## config.mk

```make
export PLATFORM = sky130hd
export DESIGN_NAME = afe_atten_spi
export DESIGN_NICKNAME = d
export VERILOG_FILES = /design/src/rtl/afe_atten_spi.sv
export SDC_FILE = /design/constraint.sdc
export NUM_CORES = 1
export LEC_CHECK = 0
export BUFFER_PORTS_ARGS = -buffer_cell sky130_fd_sc_hd__buf_2
export CAP_MARGIN = 10
export CORE_MARGIN = 5
export CORE_UTILIZATION = 54
export DETAILED_ROUTE_END_ITERATION = 16
export GPL_ROUTABILITY_DRIVEN = 0
export PLACE_DENSITY = 0.89
export SLEW_MARGIN = 5
export SYNTH_ARGS = -nofsm -noshare
export SYNTH_HDL_FRONTEND = slang
export SYNTH_SLANG_ARGS = --single-unit
export TNS_END_PERCENT = 10
```

## constraint.sdc

```tcl
create_clock -name sysClk -period 5.03 [get_ports sysClk]
set_clock_uncertainty 0.1 [all_clocks]
set_input_delay 1.509 -clock sysClk [delete_from_list [all_inputs] [get_ports sysClk]]
set_output_delay 1.509 -clock sysClk [all_outputs]
set_load 0.02 [all_outputs]
```

## src/rtl/afe_atten_spi.sv

```systemverilog
// Shift-out controller for the two LBL208 AFE step attenuators: one CSR strobe -> MSB-first word, latch pulse, shadow readback.
// Optional build macro AFE_SPI_BROADCAST_EN makes select 3 drive both channels at once.
module afe_atten_spi #(
    parameter int CLK_DIV    = 4,
    parameter int DATA_WIDTH = 8
) (
    input  logic        sysClk,
    input  logic        sysReset_n,
    input  logic        csrStrobe,
    input  logic [31:0] gpioOut,
    output logic [31:0] status,
    output logic [1:0]  AFE_SPI_CLK,
    output logic [1:0]  AFE_SPI_SDI,
    output logic [1:0]  AFE_SPI_LE
);

    localparam int CW = $clog2(CLK_DIV + 1);
    localparam int BW = (DATA_WIDTH > 1) ? $clog2(DATA_WIDTH) : 1;

    typedef enum logic [2:0] {
        S_IDLE,
        S_LOAD,
        S_SHIFT_LO,
        S_SHIFT_HI,
        S_LATCH,
        S_GAP
    } state_t;

    state_t                r_state;
    state_t                w_state_next;
    logic [CW-1:0]         r_cnt;
    logic [CW-1:0]         w_cnt_next;
    logic [DATA_WIDTH-1:0] r_word;
    logic [DATA_WIDTH-1:0] r_shift;
    logic [DATA_WIDTH-1:0] w_shift_next;
    logic [BW-1:0]         r_bit;
    logic [BW-1:0]         w_bit_next;
    logic [1:0]            r_mask;
    logic                  r_overrun;
    logic                  r_bad_select;
    logic [1:0]            r_pin_clk;
    logic [1:0]            r_pin_sdi;
    logic [1:0]            r_pin_le;
    logic [1:0]            w_clk_next;
    logic [1:0]            w_sdi_next;
    logic [1:0]            w_le_next;
    logic [1:0]            w_sel_mask;
    logic                  w_sel_valid;
    logic                  w_idle;
    logic                  w_accept;
    logic                  w_cnt_done;
    logic                  w_gap_exit;
    logic [DATA_WIDTH-1:0] r_shadow [2];
    logic                  w_unused;

    assign w_unused = ^{gpioOut[31:26], gpioOut[23:DATA_WIDTH]};

    // Channel select decode: a zero mask means the select is invalid.
    always_comb begin
        w_sel_mask = 2'b00;
        case (gpioOut[25:24])
            2'd0:    w_sel_mask = 2'b01;
            2'd1:    w_sel_mask = 2'b10;
`ifdef AFE_SPI_BROADCAST_EN
            2'd3:    w_sel_mask = 2'b11;
`else
            2'd3:    w_sel_mask = 2'b00;
`endif
            default: w_sel_mask = 2'b00;
        endcase
    end

    assign w_sel_valid = |w_sel_mask;
    assign w_idle      = (r_state == S_IDLE);
    assign w_accept    = csrStrobe && w_idle && w_sel_valid;
    assign w_cnt_done  = (r_cnt == '0);
    assign w_gap_exit  = (r_state == S_GAP) && w_cnt_done;

    always_comb begin
        w_state_next = r_state;
        w_cnt_next   = r_cnt;
        w_shift_next = r_shift;
        w_bit_next   = r_bit;
        case (r_state)
            S_IDLE: begin
                if (w_accept) w_state_next = S_LOAD;
            end
            S_LOAD: begin
                w_state_next = S_SHIFT_LO;
                w_shift_next = r_word;
                w_bit_next   = BW'(DATA_WIDTH - 1);
            end
            S_SHIFT_LO: begin
                if (w_cnt_done) w_state_next = S_SHIFT_HI;
            end
            S_SHIFT_HI: begin
                if (w_cnt_done) begin
                    if (r_bit == '0) begin
                        w_state_next = S_LATCH;
                    end else begin
                        w_state_next = S_SHIFT_LO;
                        w_shift_next = r_shift << 1;
                        w_bit_next   = r_bit - 1'b1;
                    end
                end
            end
            S_LATCH: begin
                if (w_cnt_done) w_state_next = S_GAP;
            end
            S_GAP: begin
                if (w_cnt_done) w_state_next = S_IDLE;
            end
            default: w_state_next = S_IDLE;
        endcase

        // One half-period down-counter, reloaded on every state change.
        if (w_state_next != r_state) begin
            w_cnt_next = CW'(CLK_DIV - 1);
        end else if (!w_cnt_done) begin
            w_cnt_next = r_cnt - 1'b1;
        end
    end

    // Pins are registered from the next state so they change exactly with the state and never glitch.
    always_comb begin
        w_clk_next = (w_state_next == S_SHIFT_HI) ? r_mask : 2'b00;
        w_le_next  = (w_state_next == S_LATCH)    ? r_mask : 2'b00;
        w_sdi_next = 2'b00;
        if ((w_state_next == S_SHIFT_LO) && (r_state != S_SHIFT_LO)) begin
            w_sdi_next = w_shift_next[DATA_WIDTH-1] ? r_mask : 2'b00;
        end else if ((w_state_next == S_SHIFT_LO) || (w_state_next == S_SHIFT_HI) ||
                     (w_state_next == S_LATCH)) begin
            w_sdi_next = r_pin_sdi;
        end
    end

    always_ff @(posedge sysClk or negedge sysReset_n) begin
        if (!sysReset_n) begin
            r_state      <= S_IDLE;
            r_cnt        <= '0;
            r_word       <= '0;
            r_shift      <= '0;
            r_bit        <= '0;
            r_mask       <= '0;
            r_overrun    <= 1'b0;
            r_bad_select <= 1'b0;
            r_pin_clk    <= '0;
            r_pin_sdi    <= '0;
            r_pin_le     <= '0;
        end else begin
            r_state   <= w_state_next;
            r_cnt     <= w_cnt_next;
            r_shift   <= w_shift_next;
            r_bit     <= w_bit_next;
            r_pin_clk <= w_clk_next;
            r_pin_sdi <= w_sdi_next;
            r_pin_le  <= w_le_next;
            if (w_accept) begin
                r_word       <= gpioOut[DATA_WIDTH-1:0];
                r_mask       <= w_sel_mask;
                r_overrun    <= 1'b0;
                r_bad_select <= 1'b0;
            end else if (csrStrobe) begin
                if (!w_idle) r_overrun    <= 1'b1;
                else         r_bad_select <= 1'b1;
            end
        end
    end

    genvar gi;
    generate
        for (gi = 0; gi < 2; gi++) begin : g_shadow
            always_ff @(posedge sysClk or negedge sysReset_n) begin
                if (!sysReset_n) begin
                    r_shadow[gi] <= '0;
                end else if (w_gap_exit && r_mask[gi]) begin
                    r_shadow[gi] <= r_word;
                end
            end
        end
    endgenerate

    always_comb begin
        status        = '0;
        status[31]    = !w_idle;
        status[30]    = r_overrun;
        status[29]    = r_bad_select;
        status[15:8]  = 8'(r_shadow[1]);
        status[7:0]   = 8'(r_shadow[0]);
    end

    assign AFE_SPI_CLK = r_pin_clk;
    assign AFE_SPI_SDI = r_pin_sdi;
    assign AFE_SPI_LE  = r_pin_le;

endmodule

```

==> impl_metrics.toml, run 1 <==
[timing]
relSlewSlack_pct = 28.64
final_hold_viol_count = 0
fin_crit_sh_pct = 60.62
maxSlewViolCount = 0
max_freq_ghz = 0.3280
worst_pin_slew_ps = 1070
fin_setup_tns_ps = 0
setup_viol = 0
rsz0062_at_grt = "false"
final.min_clock_period_ps = 3049

[critical_path]
path_buf_inv = 2
cpMaxStageDelayCell = "dfrtp_1"
worstRegToRegCells = 6
worst_ep_arrival_time_ps = 1440
r2r_setup_slack_ps = 2600
path_cells = "nor3_2 -> inv_2 -> buf_2"
crit_type = "flop to output port"
cp.required_ps = 3420
crit_family = "flip-flops"
r2r_start = "r_cnt[0]"
start_kind = "flop"
end_kind = "output port"
rr_endpoint = "r_shift[6]"
cp_slowest_stage_delay_ps = 550
worstPathMaxFanout = 15

[final_layout]
n_antenna_cell = 0
drive_gt1_share_pct = 31.96
layout_commonest_cell = "dfrtp_1"
syn_to_final_growth_pct = 11.10
nFillCells = 327
nets = 257
final_area_um2 = 2517
final_cell_mix = "50 x dfrtp_1, 37 x buf_2, 16 x mux2_2"

[clock_network]
cts_root_buf = "clkbuf_8"
clockBufferDepth = 2
clk_pin_slew_ps = 90
cts_sinks = 50
cts_tree = "done"
hold_buffers = 0
post_cts_resized = 0
h-tree-depth = 2
clock_latency_ps = 300
postCtsSetupBuffers = 0
cts_buffers = 5

[yosys]
synthArstFlopShare_pct = 100.0
yosysSeqAreaShare_pct = 55.22
yosysWarnings = 0
synth-edff-count = 0
ys.flop_type = "dfrtp_1"
synth_area_um2 = 2266
syn_area_per_cell_um2 = 12.38
yosysUniqueCellTypes = 40
ys_ff_latch = 50
syn_inst = 183

[placement]
post-dp-hpwl_mm = 3.128
port_buffers = 37
dpl_cell_area_um2 = 2407

[power_and_ir_drop]
p_leak_nw = 1.401
vdd_ir_drop_max_mv = 0.1893
power_density_nw_per_um2 = 283.8

[drt]
avgRoutedWirePerCell_um = 16.38
antenna_left = 0
vias = 1457
vias_per_cell = 5.416
drt_wl_total_mm = 4.407
drt_iter0_drc = 91
drcViolationCount = 0
firstDrtPassIters = 4

[min_path]
min_from = "r_cnt[1]"
whs_endpoint = "r_cnt[1]"
hold_depth = 1
worstHoldPathType = "flop to flop"

[floorplanning]
dieArea_um2 = 5591
start_util_pct = 56.24
core_um2 = 4029
dieWidth_um = 74.78
die_h_um = 74.78
boundaryPins = 73
rows = 23

[grt]
grt_pass1_vias = 1454
track_usage_pct = 17.25
grt_pass1_wl_mm = 7.086
antenna_found_initial = 0
grt_max_degree = 51
grt_overflow = 0

[flow_run]
cap_violations = 0

[status]
outcome = "complete, no violations"
layer usage:
layer  share of wire [%]  GRT usage (%)  wire [um]  vias to the layer above
met5                   0              0          0                        -
met4                 1.5          7.510         68                        0
li1                    -              -          -                      668
met3                 8.2          4.139        363                        7
met2                  48          26.24       2117                       63
met1                  42          23.71       1858                      719
cells in the mapped netlist, drive strengths merged, types with 4 or more instances:
library cell / number / area share (%)
dfrtp: 50 / 55
mux2: 26 / 14
buf: 19 / 6.3
nand2: 12 / 2.0
nor2: 9 / 1.6
and3: 7 / 1.9
a221o: 6 / 2.7
inv: 6 / 0.99
and2: 5 / 1.4
nand2b: 5 / 1.4
ha: 4 / 2.2
worst max path at each step:
stage                 from    endpoint  slack [ps]  depth (start not counted)
3_5_place_dp   gpioOut[25]   r_mask[1]        2070                          4
2_1_floorplan  gpioOut[25]   r_word[0]        2460                          4
4_1_cts         r_state[1]  status[31]        1980                          3
3_3_place_gp   gpioOut[25]   r_word[7]        2130                          4
5_1_grt         r_state[1]  status[31]        1850                          3
6_report        r_state[1]  status[31]        1980                          3
flip-flops by register name, indices dropped and copies added, names as in the netlist:
| signal | flops |
|---|---|
| status | 16 |
| r_mask | 2 |
| AFE_SPI_SDI | 2 |
| r_shift | 7 |
| r_bad_select | 1 |
| AFE_SPI_CLK | 2 |
| r_overrun | 1 |
| r_state | 3 |
| r_word | 8 |
| r_bit | 3 |
| r_cnt | 3 |
| AFE_SPI_LE | 2 |
layout make-up:
type	instances	area (um^2)	area share, %
clock buffers	6	72.57	2.883
clock inverters	2	37.54	1.491
flip-flops and latches	50	1251	49.70
multi-input cells	118	885.9	35.19
repair buffers	37	185.2	7.356
inverters	6	22.52	0.8946
well taps	50	62.56	2.485
logic make-up (layout without fill, tap and decap cells):
| family | Yosys count | count (layout) | share of synthesized area, % |
|---|---|---|---|
| compound gates | 23 | 23 | 7.786 |
| xor+xnor | 4 | 4 | 1.546 |
| fa+ha+maj | 4 | 4 | 2.209 |
| buf+inv | 27 | 51 | 7.675 |
| flops | 50 | 50 | 55.22 |
| mux | 27 | 27 | 14.52 |
| other cells | 1 | 13 | 0.1655 |
| simple gates | 47 | 47 | 10.88 |
stage by stage:
step	utilization, %	hold slack [ps]	setup WS (ps)	power, mW	cells
2_1_floorplan	-	358.6	2458	0.4396	195
5_1_grt	62.48	414.5	1853	0.7402	269
3_3_place_gp	59.75	370.8	2126	0.4456	261
4_1_cts	62.48	404.7	1981	0.7191	269
3_5_place_dp	59.75	377.8	2066	0.4468	261
6_report	62.48	403.2	1981	0.7145	269
power breakdown:
| group | switching, mW | internal (mW) | total, mW |
|---|---|---|---|
| Sequential | 0.00456 | 0.406 | 0.410 |
| Clock | 0.128 | 0.148 | 0.276 |
| Combinational | 0.0203 | 0.00814 | 0.0284 |
| Total | 0.152 | 0.562 | 0.714 |
No activity file was read; power rests on OpenSTA's default activity.
==> inputs of run 2 (changes only) <==
--- a/config.mk
+++ b/config.mk
@@ -5,13 +5,14 @@
 export SDC_FILE = /design/constraint.sdc
 export NUM_CORES = 1
 export LEC_CHECK = 0
+export ABC_AREA = 1
 export BUFFER_PORTS_ARGS = -buffer_cell sky130_fd_sc_hd__buf_2
 export CAP_MARGIN = 10
 export CORE_MARGIN = 5
-export CORE_UTILIZATION = 54
+export CORE_UTILIZATION = 46
 export DETAILED_ROUTE_END_ITERATION = 16
 export GPL_ROUTABILITY_DRIVEN = 0
-export PLACE_DENSITY = 0.89
+export PLACE_DENSITY = 0.8
 export SLEW_MARGIN = 5
 export SYNTH_ARGS = -nofsm -noshare
 export SYNTH_HDL_FRONTEND = slang
==> constraint.sdc (replaced) <==
create_clock -name sysClk -period 2.6 [get_ports sysClk]
set_clock_uncertainty 0.1 [all_clocks]
set_input_delay 0.78 -clock sysClk [delete_from_list [all_inputs] [get_ports sysClk]]
set_output_delay 0.78 -clock sysClk [all_outputs]
set_load 0.02 [all_outputs]
==> impl_metrics.toml, run 2 <==
[placement]
pre_cts_slack_ps = 715.8
dpl_cell_area_um2 = 2619
port_buffers = 37
post-dp-hpwl_mm = 3.409
numPlacedInstances = 350

[final_layout]
final_cell_mix = "50 x dfrtp_1, 42 x nand2_1, 37 x buf_2"
syn_to_final_growth_pct = 11.96
largest_reg_flops = 16
nets = 326
final_area_um2 = 2729
finalNonFillerCells = 358
drive_gt1_share_pct = 30.90
n_antenna_cell = 0
layout_commonest_cell = "dfrtp_1"
nFillCells = 471

[drt]
vias_per_cell = 4.846
firstDrtPassIters = 5
antenna_left = 0
avgRoutedWirePerCell_um = 13.38
drt_wl_total_mm = 4.791
drt_iter0_drc = 82
vias = 1735
drcViolationCount = 0

[yosys]
yosysWarnings = 0
ys.flop_type = "dfrtp_1"
yosysSeqAreaShare_pct = 51.33
synth_area_um2 = 2437
yosysTopAreaCellShare_pct = 51.33
syn_inst = 248
ys_ff_latch = 50
yosysUniqueCellTypes = 30
synth_area_leaders = "dfrtp_1 51%, nand2_1 6.5%, o21ai_2 6.5%"
yosysMostFrequentCell = "dfrtp_1"
synthArstFlopShare_pct = 100.0
syn_area_per_cell_um2 = 9.828
synth-edff-count = 0
synth_common_cells = "50 x dfrtp_1, 42 x nand2_1, 29 x inv_1, 18 x o21ai_2"
synth_largest_area_cell = "dfrtp_1"

[critical_path]
r2r_start = "r_cnt[0]"
rr_endpoint = "r_bit[0]"
worst_ep_arrival_time_ps = 1360
worstPathMaxFanout = 6
start_kind = "flop"
worstRegToRegCells = 9
cp.required_ps = 1720
crit_type = "flop to output port"
r2r_setup_slack_ps = 850
end_kind = "output port"

[floorplanning]
rows = 26
dieArea_um2 = 6854
boundaryPins = 73
core_um2 = 5140
die_h_um = 82.79
dieWidth_um = 82.79
start_util_pct = 47.42

[power_and_ir_drop]
p_leak_nw = 1.425
vdd_ir_drop_max_mv = 0.5458
power_density_nw_per_um2 = 924.8
power.total_mw = 2.524

[timing]
maxSlewViolCount = 0
fin_crit_sh_pct = 86.04
relSlewSlack_pct = 58.17
max_freq_ghz = 0.4470
setup_slack_ps = 363.0
worst_pin_slew_ps = 627.4
rsz0062_at_grt = "false"
final.min_clock_period_ps = 2237
setup_viol = 0
final_hold_viol_count = 0
fin_setup_tns_ps = 0

[grt]
antenna_found_initial = 0
track_usage_pct = 15.69
grt_max_degree = 51
grt_pass1_vias = 1753
grt_pass1_wl_mm = 8.135
grt_overflow = 0

[clock_network]
post_cts_resized = 0
cts_buffers = 5
cts_sinks = 50
clock_latency_ps = 300
clk_pin_slew_ps = 90
postCtsSetupBuffers = 0
hold_buffers = 0
h-tree-depth = 2
clockBufferDepth = 2
cts_tree = "done"
cts_root_buf = "clkbuf_8"

[min_path]
worstHoldPathType = "flop to flop"
whs_endpoint = "status[2]"
hold_depth = 2
min_from = "status[2]"

[flow_run]
cap_violations = 0

[status]
outcome = "complete, no violations"
==> run 2: cell types whose count changed in the layout (fill, tap and decap cells not counted), moves of 5 or more <==
cell and delta:
nand2_1 +30, nand2b_1 -5, o21ai_1 +6, inv_1 +24, mux2_2 -16, and3_1 -7
o21ai_2 +18, mux2_4 -7, nand3_1 +13, a221o_1 -6, nand2_4 +7, and2_1 -5
==> run 2: routing by layer <==
layer	vias up	part of all wire [%]	track usage, %
met3	7	4.4	3.996
met5	-	0	0
met1	835	44	20.21
met4	0	2.1	6.209
li1	848	-	-
met2	45	50	25.32
==> run 2: critical path: stages (launching register included) <==
cell and delay [ps]:
dfrtp_1 490, inv_2 140, nand2_4 80, nor2_4 120
inv_1 60, buf_2 150
==> run 2: worst max path at each step <==
stage | startpoint | end | slack, ps
3_5_place_dp | r_state[0] | status[31] | 720
4_1_cts | r_state[0] | status[31] | 350
6_report | r_state[0] | status[31] | 360
2_1_floorplan | r_state[0] | status[31] | 870
3_3_place_gp | r_state[0] | status[31] | 720
5_1_grt | r_state[0] | status[31] | 270
==> run 2: kinds of logic after synthesis <==
family                   synth area share [%]
buffers and inverters                   11.45
adder cells (fa/ha/maj)                 2.053
other                                  0.1539
XOR/XNOR                               0.3594
AND/OR/NAND/NOR                         21.20
flip-flops                              51.33
AO/OA/AOI/OAI                           13.45
==> run 2: layout make-up <==
cell class	instances	area [um^2]	area share, %
Sequential cell	50	1251	45.85
Multi-Input combinational cell	157	952.2	34.89
Timing Repair Buffer	39	200.2	7.336
Inverter	34	127.6	4.677
Tap cell	70	87.58	3.210
Clock buffer	6	72.57	2.659
Clock inverter	2	37.54	1.376
==> run 2: through the flow <==
| step | hold WS [ps] | utilization [%] |
|---|---|---|
| after CTS | 390.0 | 53.09 |
| after detailed placement | 368.7 | 50.95 |
| after global routing | 418.4 | 53.09 |
| final | 388.1 | 53.09 |
| after floorplan | 358.2 | - |
| after global placement | 360.2 | 50.95 |
==> run 2: power by group <==
group          total (mW)  leakage, nW  internal, mW  switching [mW]
registers            1.12        0.635         0.989           0.126
logic               0.859        0.738         0.292           0.567
clock network       0.549       0.0514         0.287           0.262
==> inputs of run 3 (changes only) <==
--- a/config.mk
+++ b/config.mk
@@ -6,8 +6,10 @@
 export NUM_CORES = 1
 export LEC_CHECK = 0
 export ABC_AREA = 1
+export ABC_CLOCK_PERIOD_IN_PS = 2600
 export BUFFER_PORTS_ARGS = -buffer_cell sky130_fd_sc_hd__buf_2
 export CAP_MARGIN = 10
+export CORE_ASPECT_RATIO = 1.4
 export CORE_MARGIN = 5
 export CORE_UTILIZATION = 46
 export DETAILED_ROUTE_END_ITERATION = 16
==> impl_metrics.toml, run 3 (synthesis gave the netlist of run 2 again) <==
[floorplanning]
dieArea_um2 = 6875
dieWidth_um = 71.52
core_um2 = 5159
boundaryPins = 73
rows = 31
die_h_um = 96.13
start_util_pct = 47.25

[drt]
vias_per_cell = 4.881
vias = 1728
avgRoutedWirePerCell_um = 12.91
drt_iter0_drc = 111
drt_wl_total_mm = 4.571
firstDrtPassIters = 4
antenna_left = 0
drcViolationCount = 0

[placement]
post-dp-hpwl_mm = 3.410
dpl_cell_area_um2 = 2614
port_buffers = 37

[final_layout]
nFillCells = 464
largest_reg_flops = 16
layout_commonest_cell = "dfrtp_1"
n_antenna_cell = 0
drive_gt1_share_pct = 31.25
syn_to_final_growth_pct = 11.55
nets = 326
final_area_um2 = 2719
final_cell_mix = "50 x dfrtp_1, 42 x nand2_1, 37 x buf_2"

[timing]
maxSlewViolCount = 0
setup_viol = 0
whs_ps = 391.4
worst_pin_slew_ps = 611.8
relSlewSlack_pct = 59.22
final_hold_viol_count = 0
final.min_clock_period_ps = 2232
fin_setup_tns_ps = 0
max_freq_ghz = 0.4481
rsz0062_at_grt = "false"
fin_crit_sh_pct = 85.83

[critical_path]
path_depth = 5
path_cells = "inv_2 -> nand2_4 -> nor2_4 -> inv_1 -> buf_2"
cp.required_ps = 1720
worst_ep_arrival_time_ps = 1350
path_buf_inv = 3
startpoint = "r_state[0]"
rr_endpoint = "r_bit[1]"
worstPathMaxFanout = 6
crit_type = "flop to output port"
start_kind = "flop"
worstRegToRegCells = 9
r2r_start = "r_cnt[0]"
r2r_setup_slack_ps = 870
end_kind = "output port"
cp-endpoint = "status[31]"
cpMaxStageDelayCell = "dfrtp_1"
cp_slowest_stage_delay_ps = 490
crit_family = "flip-flops"

[grt]
grt_pass1_vias = 1689
grt_overflow = 0
antenna_found_initial = 0
grt_max_degree = 51
track_usage_pct = 14.95
grt_pass1_wl_mm = 7.941

[min_path]
hold_depth = 2
min_from = "status[5]"
worstHoldPathType = "flop to flop"

[clock_network]
h-tree-depth = 2
clk_pin_slew_ps = 90
cts_buffers = 5
cts_sinks = 50
postCtsSetupBuffers = 0
clockBufferDepth = 2
clock_latency_ps = 300
cts_tree = "done"
hold_buffers = 0
post_cts_resized = 0
cts_root_buf = "clkbuf_8"

[flow_run]
cap_violations = 0

[power_and_ir_drop]
p_leak_nw = 1.428
vdd_ir_drop_max_mv = 0.4779
power_density_nw_per_um2 = 906.3

[status]
outcome = "complete, no violations"
-- run 3: through the flow --
| step | total power [mW] | utilization (%) | instances | worst slack [ps] |
|---|---|---|---|---|
| after floorplan | 1.798 | - | 260 | 873.1 |
| after global placement | 1.960 | 50.67 | 346 | 725.9 |
| after detailed placement | 1.999 | 50.67 | 346 | 696.7 |
| after CTS | 2.491 | 52.70 | 354 | 358.4 |
| after global routing | 2.660 | 52.70 | 354 | 294.7 |
| final | 2.464 | 52.70 | 354 | 368.4 |
-- run 3: worst min-delay path by stage --
stage | endpoint | slack [ps]
detailed placement | status[5] | 370
global placement | status[15] | 360
global route | r_bit[0] | 410
finish | status[5] | 390
floorplan | r_bit[0] | 360
CTS | status[5] | 390
-- run 3: metal layers --
layer / track usage, % / wire length [um] / vias to the layer above
li1: - / - / 857
met1: 18.64 / 1940 / 818
met2: 25.69 / 2374 / 47
met3: 3.448 / 194 / 6
met4: 4.545 / 62 / 0
met5: 0 / 0 / -
-- run 3: tightest hold or removal path, cell delays in order (launching register included) --
cell and delay [ps]:
dfrtp_1 350, nand2_1 60, o21ai_2 50
-- run 3: power by group --
part	internal [mW]	switching, mW
Clock	0.244	0.248
Sequential	0.989	0.123
Combinational	0.290	0.571
Total	1.52	0.942
-- run 3: layout make-up --
cell class	count	area, um^2	area share (%)
sequential	50	1251	46.02
multi-input combinational	157	952.2	35.02
timing repair buffer	39	200.2	7.363
inverter	34	127.6	4.694
clock buffer	7	96.34	3.543
tap	66	82.58	3.037
clock inverter	1	8.758	0.3221
